**src/rtl/pc_pkg.sv**
```systemverilog
// Shared definitions for the program counter: operation encoding, request priority
// order and a constant-evaluable clog2 for sizing the return-stack pointer.
package pc_pkg;

  typedef enum logic [2:0] {
    OP_NONE,
    OP_LOAD,
    OP_CALL,
    OP_RET,
    OP_BRANCH,
    OP_INCR
  } op_e;

  localparam int unsigned NUM_PRIO = 5;

  // Index 0 is the highest priority.
  localparam op_e OP_PRIO [NUM_PRIO] = '{OP_LOAD, OP_CALL, OP_RET, OP_BRANCH, OP_INCR};

  function automatic int unsigned clog2(input int unsigned n);
    int unsigned r;
    r = 0;
    while ((32'd1 << r) < n) r = r + 1;
    return r;
  endfunction

  // req[i] corresponds to OP_PRIO[i]; the highest-priority asserted request wins.
  function automatic op_e pick_op(input logic [NUM_PRIO-1:0] req);
    op_e op;
    op = OP_NONE;
    for (int i = NUM_PRIO - 1; i >= 0; i--) begin
      if (req[i]) op = OP_PRIO[i];
    end
    return op;
  endfunction

endpackage

```
**src/rtl/pc_call_stack_if.sv**
```systemverilog
// Request/response bundle between the fetch controller and the program counter.
interface pc_call_stack_if #(
  parameter int unsigned SIZE = 8
);
  logic            incr;
  logic            load;
  logic            branch;
  logic            call;
  logic            ret;
  logic [SIZE-1:0] addr;
  logic [SIZE-1:0] offset;
  logic [SIZE-1:0] out;
  logic            stack_full;
  logic            stack_empty;
  logic            stack_err;

  modport master (
    output incr, load, branch, call, ret, addr, offset,
    input  out, stack_full, stack_empty, stack_err
  );

  modport slave (
    input  incr, load, branch, call, ret, addr, offset,
    output out, stack_full, stack_empty, stack_err
  );
endinterface

```
**src/rtl/pc_ret_stack.sv**
```systemverilog
// LIFO of return addresses. Push-when-full and pop-when-empty are silently ignored;
// full/empty are registered so they carry no input-to-output path.
module pc_ret_stack
  import pc_pkg::*;
#(
  parameter int unsigned SIZE        = 8,
  parameter int unsigned STACK_DEPTH = 4
) (
  input  logic            clk,
  input  logic            reset,
  input  logic            push,
  input  logic            pop,
  input  logic [SIZE-1:0] din,
  output logic [SIZE-1:0] dout,
  output logic            full,
  output logic            empty
);

  localparam int unsigned PTR_W = clog2(STACK_DEPTH + 1);
  localparam int unsigned IDX_W = (STACK_DEPTH > 1) ? clog2(STACK_DEPTH) : 1;

  logic [SIZE-1:0]  mem_q [2**IDX_W];
  logic [PTR_W-1:0] depth_q, depth_d;
  logic             full_q, empty_q;
  logic             do_push, do_pop;
  logic [IDX_W-1:0] wr_idx, rd_idx;

  assign do_push = push & ~full_q;
  assign do_pop  = pop & ~empty_q & ~do_push;
  assign wr_idx  = IDX_W'(depth_q);
  assign rd_idx  = IDX_W'(depth_q - PTR_W'(1));

  always_comb begin
    depth_d = depth_q;
    if (do_push)     depth_d = depth_q + PTR_W'(1);
    else if (do_pop) depth_d = depth_q - PTR_W'(1);
  end

  always_ff @(posedge clk) begin
    if (reset) begin
      depth_q <= '0;
      full_q  <= 1'b0;
      empty_q <= 1'b1;
    end else begin
      depth_q <= depth_d;
      full_q  <= (depth_d == PTR_W'(STACK_DEPTH));
      empty_q <= (depth_d == '0);
    end
  end

  // Storage is not reset; entries above depth are don't-care.
  always_ff @(posedge clk) begin
    if (!reset && do_push) mem_q[wr_idx] <= din;
  end

  assign dout  = mem_q[rd_idx];
  assign full  = full_q;
  assign empty = empty_q;

endmodule

```
**src/rtl/pc_call_stack.sv**
```systemverilog
// Program counter with jump, relative branch, and call/return through a return stack.
// One operation per cycle chosen by fixed priority; all outputs are registered.
module pc_call_stack
  import pc_pkg::*;
#(
  parameter int unsigned   SIZE        = 8,
  parameter int unsigned   STACK_DEPTH = 4,
  parameter bit            EDGE_INCR   = 1'b1,
  parameter logic [SIZE-1:0] RESET_ADDR  = '0
) (
  input logic           clk,
  input logic           reset,
  pc_call_stack_if.slave bus
);

  logic [SIZE-1:0] pc_q, pc_d;
  logic            err_q, err_d;
  logic            incr_prev_q;
  logic            incr_go;
  logic            push, pop;
  logic [SIZE-1:0] stack_top;
  logic            stack_full, stack_empty;
  op_e             op;

  assign incr_go = EDGE_INCR ? (bus.incr & ~incr_prev_q) : bus.incr;
  assign op      = pick_op({incr_go, bus.branch, bus.ret, bus.call, bus.load});

  always_comb begin
    pc_d  = pc_q;
    err_d = err_q;
    push  = 1'b0;
    pop   = 1'b0;
    unique case (op)
      OP_LOAD: pc_d = bus.addr;
      OP_CALL: begin
        if (stack_full) begin
          err_d = 1'b1;
        end else begin
          push = 1'b1;
          pc_d = bus.addr;
        end
      end
      OP_RET: begin
        if (stack_empty) begin
          err_d = 1'b1;
        end else begin
          pop  = 1'b1;
          pc_d = stack_top;
        end
      end
      OP_BRANCH: pc_d = pc_q + bus.offset;
      OP_INCR:   pc_d = pc_q + SIZE'(1);
      default:   ;
    endcase
  end

  // incr history tracks the raw input every cycle, so an edge lost to a
  // higher-priority op is not replayed later.
  always_ff @(posedge clk) begin
    if (reset) begin
      pc_q        <= RESET_ADDR;
      err_q       <= 1'b0;
      incr_prev_q <= 1'b0;
    end else begin
      pc_q        <= pc_d;
      err_q       <= err_d;
      incr_prev_q <= bus.incr;
    end
  end

  pc_ret_stack #(
    .SIZE        (SIZE),
    .STACK_DEPTH (STACK_DEPTH)
  ) u_ret_stack (
    .clk   (clk),
    .reset (reset),
    .push  (push),
    .pop   (pop),
    .din   (pc_q + SIZE'(1)),
    .dout  (stack_top),
    .full  (stack_full),
    .empty (stack_empty)
  );

  assign bus.out         = pc_q;
  assign bus.stack_full  = stack_full;
  assign bus.stack_empty = stack_empty;
  assign bus.stack_err   = err_q;

endmodule

```
**src/flat_wrapper.sv**
```systemverilog
// flat-port wrapper written by rule: the top's interface ports become plain ports
module pc_call_stack_flat import pc_pkg::*;
#(
  parameter int unsigned   SIZE        = 8,
  parameter int unsigned   STACK_DEPTH = 4,
  parameter bit            EDGE_INCR   = 1'b1,
  parameter logic [SIZE-1:0] RESET_ADDR  = '0
)
  (clk, reset, bus_incr, bus_load, bus_branch, bus_call, bus_ret, bus_addr, bus_offset, bus_out, bus_stack_full, bus_stack_empty, bus_stack_err);
  pc_call_stack_if #(.SIZE(SIZE)) bus_i ();
  input logic clk;
  input logic reset;
  input wire logic [$bits(bus_i.incr)-1:0] bus_incr;
  input wire logic [$bits(bus_i.load)-1:0] bus_load;
  input wire logic [$bits(bus_i.branch)-1:0] bus_branch;
  input wire logic [$bits(bus_i.call)-1:0] bus_call;
  input wire logic [$bits(bus_i.ret)-1:0] bus_ret;
  input wire logic [$bits(bus_i.addr)-1:0] bus_addr;
  input wire logic [$bits(bus_i.offset)-1:0] bus_offset;
  output wire logic [$bits(bus_i.out)-1:0] bus_out;
  output wire logic [$bits(bus_i.stack_full)-1:0] bus_stack_full;
  output wire logic [$bits(bus_i.stack_empty)-1:0] bus_stack_empty;
  output wire logic [$bits(bus_i.stack_err)-1:0] bus_stack_err;
  assign bus_i.incr = bus_incr;
  assign bus_i.load = bus_load;
  assign bus_i.branch = bus_branch;
  assign bus_i.call = bus_call;
  assign bus_i.ret = bus_ret;
  assign bus_i.addr = bus_addr;
  assign bus_i.offset = bus_offset;
  assign bus_out = bus_i.out;
  assign bus_stack_full = bus_i.stack_full;
  assign bus_stack_empty = bus_i.stack_empty;
  assign bus_stack_err = bus_i.stack_err;
  pc_call_stack #(.SIZE(SIZE), .STACK_DEPTH(STACK_DEPTH), .EDGE_INCR(EDGE_INCR), .RESET_ADDR(RESET_ADDR)) u_core (.clk(clk), .reset(reset), .bus(bus_i));
endmodule
```
**config.mk**
```make
export PLATFORM = sky130hd
export DESIGN_NAME = pc_call_stack_flat
export DESIGN_NICKNAME = d
export VERILOG_FILES = /design/src/rtl/pc_pkg.sv /design/src/rtl/pc_call_stack_if.sv /design/src/rtl/pc_ret_stack.sv /design/src/rtl/pc_call_stack.sv /design/src/flat_wrapper.sv
export SDC_FILE = /design/constraint.sdc
export NUM_CORES = 1
export LEC_CHECK = 0
export CORE_MARGIN = 8
export CORE_UTILIZATION = 50
export CTS_BUF_LIST = sky130_fd_sc_hd__clkbuf_8
export CTS_CLUSTER_DIAMETER = 40
export CTS_CLUSTER_SIZE = 30
export DETAILED_ROUTE_END_ITERATION = 10
export DONT_BUFFER_PORTS = 1
export PLACE_DENSITY_LB_ADDON = 0.3
export SLEW_MARGIN = 40
export SYNTH_ARGS = -nofsm -noshare
export SYNTH_HDL_FRONTEND = slang
export SYNTH_SLANG_ARGS = --single-unit
```
**constraint.sdc**
```tcl
create_clock -name clk -period 3.3 [get_ports clk]
set_input_delay 0.165 -clock clk [delete_from_list [all_inputs] [get_ports clk]]
set_output_delay 0.165 -clock clk [all_outputs]
set_load 0.01 [all_outputs]
```
# --- Word level (Yosys, flattened, before mapping) ---
# Memories as Yosys holds them, arrays and structs flattened.
# Index checks and enable logic that the tools add are counted.
op_classes:
  n_reduce_logical: 7
  bitwise_logic: 8
  n_eq_ne: 10
  n_mux: 19
  addsub: 4
ops:
  columns: ["cell", "count"]
  rows:
  - ["8-bit one-hot mux with 5 select lines", 1]
  - ["3-bit two-way mux", 7]
  - ["8-bit two-way mux", 2]
  - ["3-bit == test (second input constant)", 3]
  - ["8-bit by 1-bit adder with 8-bit output (second input constant)", 1]
  - ["8-bit adder", 1]
  - ["1-bit two-way mux", 8]
  - ["2-bit != test (second input constant)", 4]
  - ["3-bit by 2-bit == test with 1-bit output (second input constant)", 2]
  - ["3-bit AND reduction", 2]
  - ["5-bit nonzero test", 1]
  - ["1-bit AND", 4]
  - ["1-bit inverter", 4]
  - ["3-bit by 1-bit adder with 3-bit output (second input constant)", 1]
  - ["3-bit by 1-bit == test with 1-bit output (second input constant)", 1]
  - ["3-bit logical NOT", 1]
  - ["3-bit by 1-bit subtractor with 3-bit output (second input constant)", 1]
  - ["1-bit one-hot mux with 2 select lines", 1]
  - ["2-bit nonzero test", 1]
  - ["1-bit logical AND", 1]
  - ["1-bit logical NOT", 1]
totals:
  output_inout_bits: 11
  n_memories: 1
  word_cells: 55
  reg_bits: 15
  mem_bits_rw: 32
  in_bits: 23
mem_list:
  columns: ["name", "words", "width", "read_ports", "rd_clocked_by_memory_dff", "wr", "line_no", "text"]
  rows:
  - ["u_core.u_ret_stack.mem_q", 4, 8, 1, 0, 1, "pc_ret_stack.sv:22", "logic [SIZE-1:0] mem_q [2**IDX_W];"]

# --- Logic depth before layout (Yosys ltp) ---
logic_depth:
  word_depth: 15
  ltp_mapped: 8
  mapped_depth_nobuf: 7

# --- Cells and area by module ---
# A second synthesis with hierarchy kept.
unflattened:
  cells_unflattened: 206
  area_unflattened_um2: 2534.9
by_module_without_submodules:
  columns: ["mod", "cells_per_inst", "seq_area_each_um2", "area_each_um2", "n_inst"]
  rows:
  - ["pc_ret_stack", 76, 1061.0, 1519.0, 1]
  - ["pc_call_stack", 130, 200.2, 1016.0, 1]

# --- Least setup slack after synthesis ---
# Ideal clock, no wire load.
synth_timing:
  path_kind: "register to register"
  startpoint: "reg u_core.u_ret_stack.depth_q[0]"
  endpoint: "reg u_core.pc_q[4], in the netlist u_core.bus.out[4]"
  setup_time_ps: 134
  path_buffers: 2
  synth_period_minus_slack_ps: 2340
  arrival_time_ps: 2205
  required_time_ps: 3166
  setup_slack_ps: 960
  path_stages_with_launch: 9
  path_cell_list: "dfxtp_1 > buf_6 > inv_1 > ha_1 > clkbuf_1 > mux4_2 > and2_1 > a2111oi_0 > a211oi_1"
synth_via:
  elab_chain_len: 4
synth_lines:
  columns: ["item", "line_no", "text"]
  rows:
  - ["from (decl)", "pc_ret_stack.sv:23", "logic [PTR_W-1:0] depth_q, depth_d;"]
  - ["from (signal assigned)", "pc_ret_stack.sv:45", "depth_q <= depth_d;"]
  - ["3-bit by 1-bit subtractor with 3-bit output", null, null]
  - ["memory read 4 x 8 bit", null, null]
  - ["8-bit two-way mux", "pc_call_stack.sv:44", "if (stack_empty) begin"]
  - ["8-bit one-hot mux with 5 select lines", "pc_call_stack.sv:33", "unique case (op)"]
  - ["to (signal assigned)", "pc_call_stack.sv:65", "pc_q <= pc_d;"]
  - ["to (decl)", "pc_call_stack.sv:16", "logic [SIZE-1:0] pc_q, pc_d;"]
# Every way passes these cells. The select of a mux whose other input is x is not followed.
# A chain may end at the register's enable or synchronous reset.

# --- Final worst setup path ---
layout_timing:
  startpoint: "reg u_core.u_ret_stack.depth_q[1]"
  endpoint: "reg u_core.pc_q[5], in the netlist u_core.bus.out[5]"
# Same word-level chain as after synthesis.

==> impl_metrics.tcl <==
set metrics [dict create \
    final_area_um2 2766 \
    hold_slack_ns 0.07010 \
    final_cell_mix "edfxtp_1, nor2_1, dfxtp_1" \
    layout_setup_ws_ns 0.8779 \
    cp.arrival_ns 2.63 \
    nets 251 \
    nFillCells 433 \
    synth_fp_nets 247 \
    place_hpwl_um 4128 \
    grt_pass1_wl_um 8804 \
    power_mw 1.280 \
    dr.first_iter.drc_count 140 \
    regArea_um2 1261 \
    dieWidth_um 87.90 \
    post-place-ws_ns 0.8914 \
    clk_pin_slew_worst_paths_ns 0.09 \
    synth_area_um2 2585 \
    antenna_found_initial 0 \
    cts_sinks 47 \
    drc 0 \
    initial_core_util_pct 51.27 \
    root_buffer "clkbuf_8" \
    cts_buffer_depth 2 \
    period_share_pct 73.40 \
    cts_buffers 5 \
    ys_warn_count 0 \
    synth.ff_latch_count 47 \
    io_pins 34 \
    final_common_cell "edfxtp_1" \
    max_cap_viol_count 0 \
    grt_setup_unrepaired "false" \
    dp_cells 275 \
    critPathKind "reg2reg" \
    rows 26 \
    ys.flop_type "edfxtp_1" \
    track_usage_pct 15.17 \
    drive_gt1_share_pct 16.20 \
    clk_latency_ns 0.31 \
    postPlaceCellArea_um2 2635 \
    p_leak_nw 0.9828 \
    power.density_nw_per_um2 462.7 \
    fin_cells 286 \
    die_area_um2 7726 \
    hold_viol 0 \
    endpoint_kind "flip-flop" \
    syn_to_final_growth_pct 7.018 \
    tightest_slew_ns 0.7152 \
    ys_async_sr_fraction_pct 0 \
    vias 1790 \
    postSynthCellCount 211 \
    multiInputGateArea_um2 1262 \
    portBuffers 0 \
    synth_area_leaders "edfxtp_1, dfxtp_1, mux4_2" \
    synth_area_per_cell_um2 12.25 \
    finalCriticalPeriod_ns 2.422 \
    grt_pass1_vias 1692 \
    grt_overflow_total 0 \
    grt_max_degree 18 \
    cts_tree "built" \
    final_core_util_pct 54.86 \
    hp-class "in2reg" \
    diodes 0 \
    setup_viol 0 \
    yosys.area.top_type_share_pct 37.17 \
    irDropWorstVdd_v 0.0001764 \
    vias_per_cell 6.259 \
    synth_seq_area_share_pct 48.79 \
    wl_per_cell_um 19.87 \
    status "complete, no violations" \
    die_h_um 87.90 \
    htreeDepth 2 \
    antenna_left 0 \
    setup_tns_ns 0 \
    critPathLaunchType "flip-flop" \
    core_um2 5042 \
    yosysTopAreaCell "edfxtp_1" \
    relSlewSlack_pct 52.03 \
    clock_skew_ns 0.005978 \
    critical_path.max_fanout 12 \
    max_freq_mhz 412.9 \
    gp_congestion 0.7927 \
    critPathRequiredTime_ns 3.51 \
    wl_um 5683 \
    first_pass_iters 4 \
    slew_violations 0 \
    ys_types 59 \
    synth_edf_count 32 \
]
==> cells in the mapped netlist (2+ instances only) <==
cell type,number
a2111o_1,2
a211o_1,3
a211oi_1,5
a21o_1,2
a21oi_1,12
a221oi_1,2
a222oi_1,2
a22o_1,4
and2_1,2
and3_1,4
buf_4,2
buf_6,2
clkbuf_1,2
dfxtp_1,15
edfxtp_1,32
ha_1,12
inv_1,6
mux2i_1,2
mux4_2,8
nand2_1,6
nand3_1,4
nand3b_1,2
nor2_1,19
nor3_1,5
nor3b_1,2
nor4_1,2
o211ai_1,2
o21ai_0,9
or3_1,2
or3b_2,2
xnor2_1,5
xor2_1,5
==> metal layers <==
metal	GRT usage (%)	routed length (um)
met1	18.06	2330
met2	25.51	2935
met3	4.221	323
met4	5.313	93
met5	0	0
==> power breakdown <==
group          leakage (nW)  internal, mW  switching (mW)  total (mW)
combinational         0.518         0.101           0.120       0.222
clock                0.0491         0.156           0.212       0.368
sequential            0.416         0.659          0.0320       0.691
==> registers in the layout, summed over array words and instances (netlist names) <==
signal and cells:
u_core.u_ret_stack.full 1, u_core.u_ret_stack.empty 1, u_core.bus.out 8, u_core.incr_prev_q 1, u_core.bus.stack_err 1, u_core.u_ret_stack.mem_q 32
u_core.u_ret_stack.depth_q 3
==> critical path, cell delays in order, from the launching register on <==
cell	delay [ns]
dfxtp_1	0.40
inv_1	0.09
ha_1	0.59
mux4_2	0.37
and2_2	0.20
a211o_2	0.29
a211o_1	0.23
a22o_1	0.17
==> area by class of cell <==
class / count / share of cell area, %
sequential: 47 / 45.59
clock buffer: 5 / 2.488
clock inverter: 3 / 0.9498
tap: 70 / 3.166
multi-input combinational: 151 / 45.64
timing repair buffer: 4 / 1.357
inverter: 6 / 0.8141
==> kinds of logic after synthesis <==
logic type               count (synthesis)  share of synthesized area (%)
buffers and inverters                   13                          3.146
AO/OA/AOI/OAI                           54                          15.30
flip-flops                              47                          48.79
AND/OR/NAND/NOR                         63                          14.62
adder cells (fa/ha/maj)                 13                          6.583
XOR/XNOR                                10                          3.388
multiplexers                            11                          8.180
==> timing repair <==
action | 4_1_cts | 5_1_grt
setup buffers | 0 | 0
hold buffers | 3 | 0
hold endpoints to repair | 10 | 0
gates resized for setup | 0 | 0
==> worst paths after layout <==
check	start	endpoint	slack [ns]	cells past startpoint
setup / recovery	u_core.u_ret_stack.depth_q[1]$_SDFF_PP0_	u_core.bus.out[5]$_SDFFE_PP0P_	0.88	7
hold / removal	bus_load	u_core.bus.stack_err$_SDFFE_PP0P_	0.07	3
setup reg to reg	u_core.u_ret_stack.depth_q[1]$_SDFF_PP0_	u_core.bus.out[5]$_SDFFE_PP0P_	0.88	7
hold reg to reg	u_core.bus.stack_err$_SDFFE_PP0P_	u_core.bus.stack_err$_SDFFE_PP0P_	0.55	2
Power figures use the tool's default switching activity.
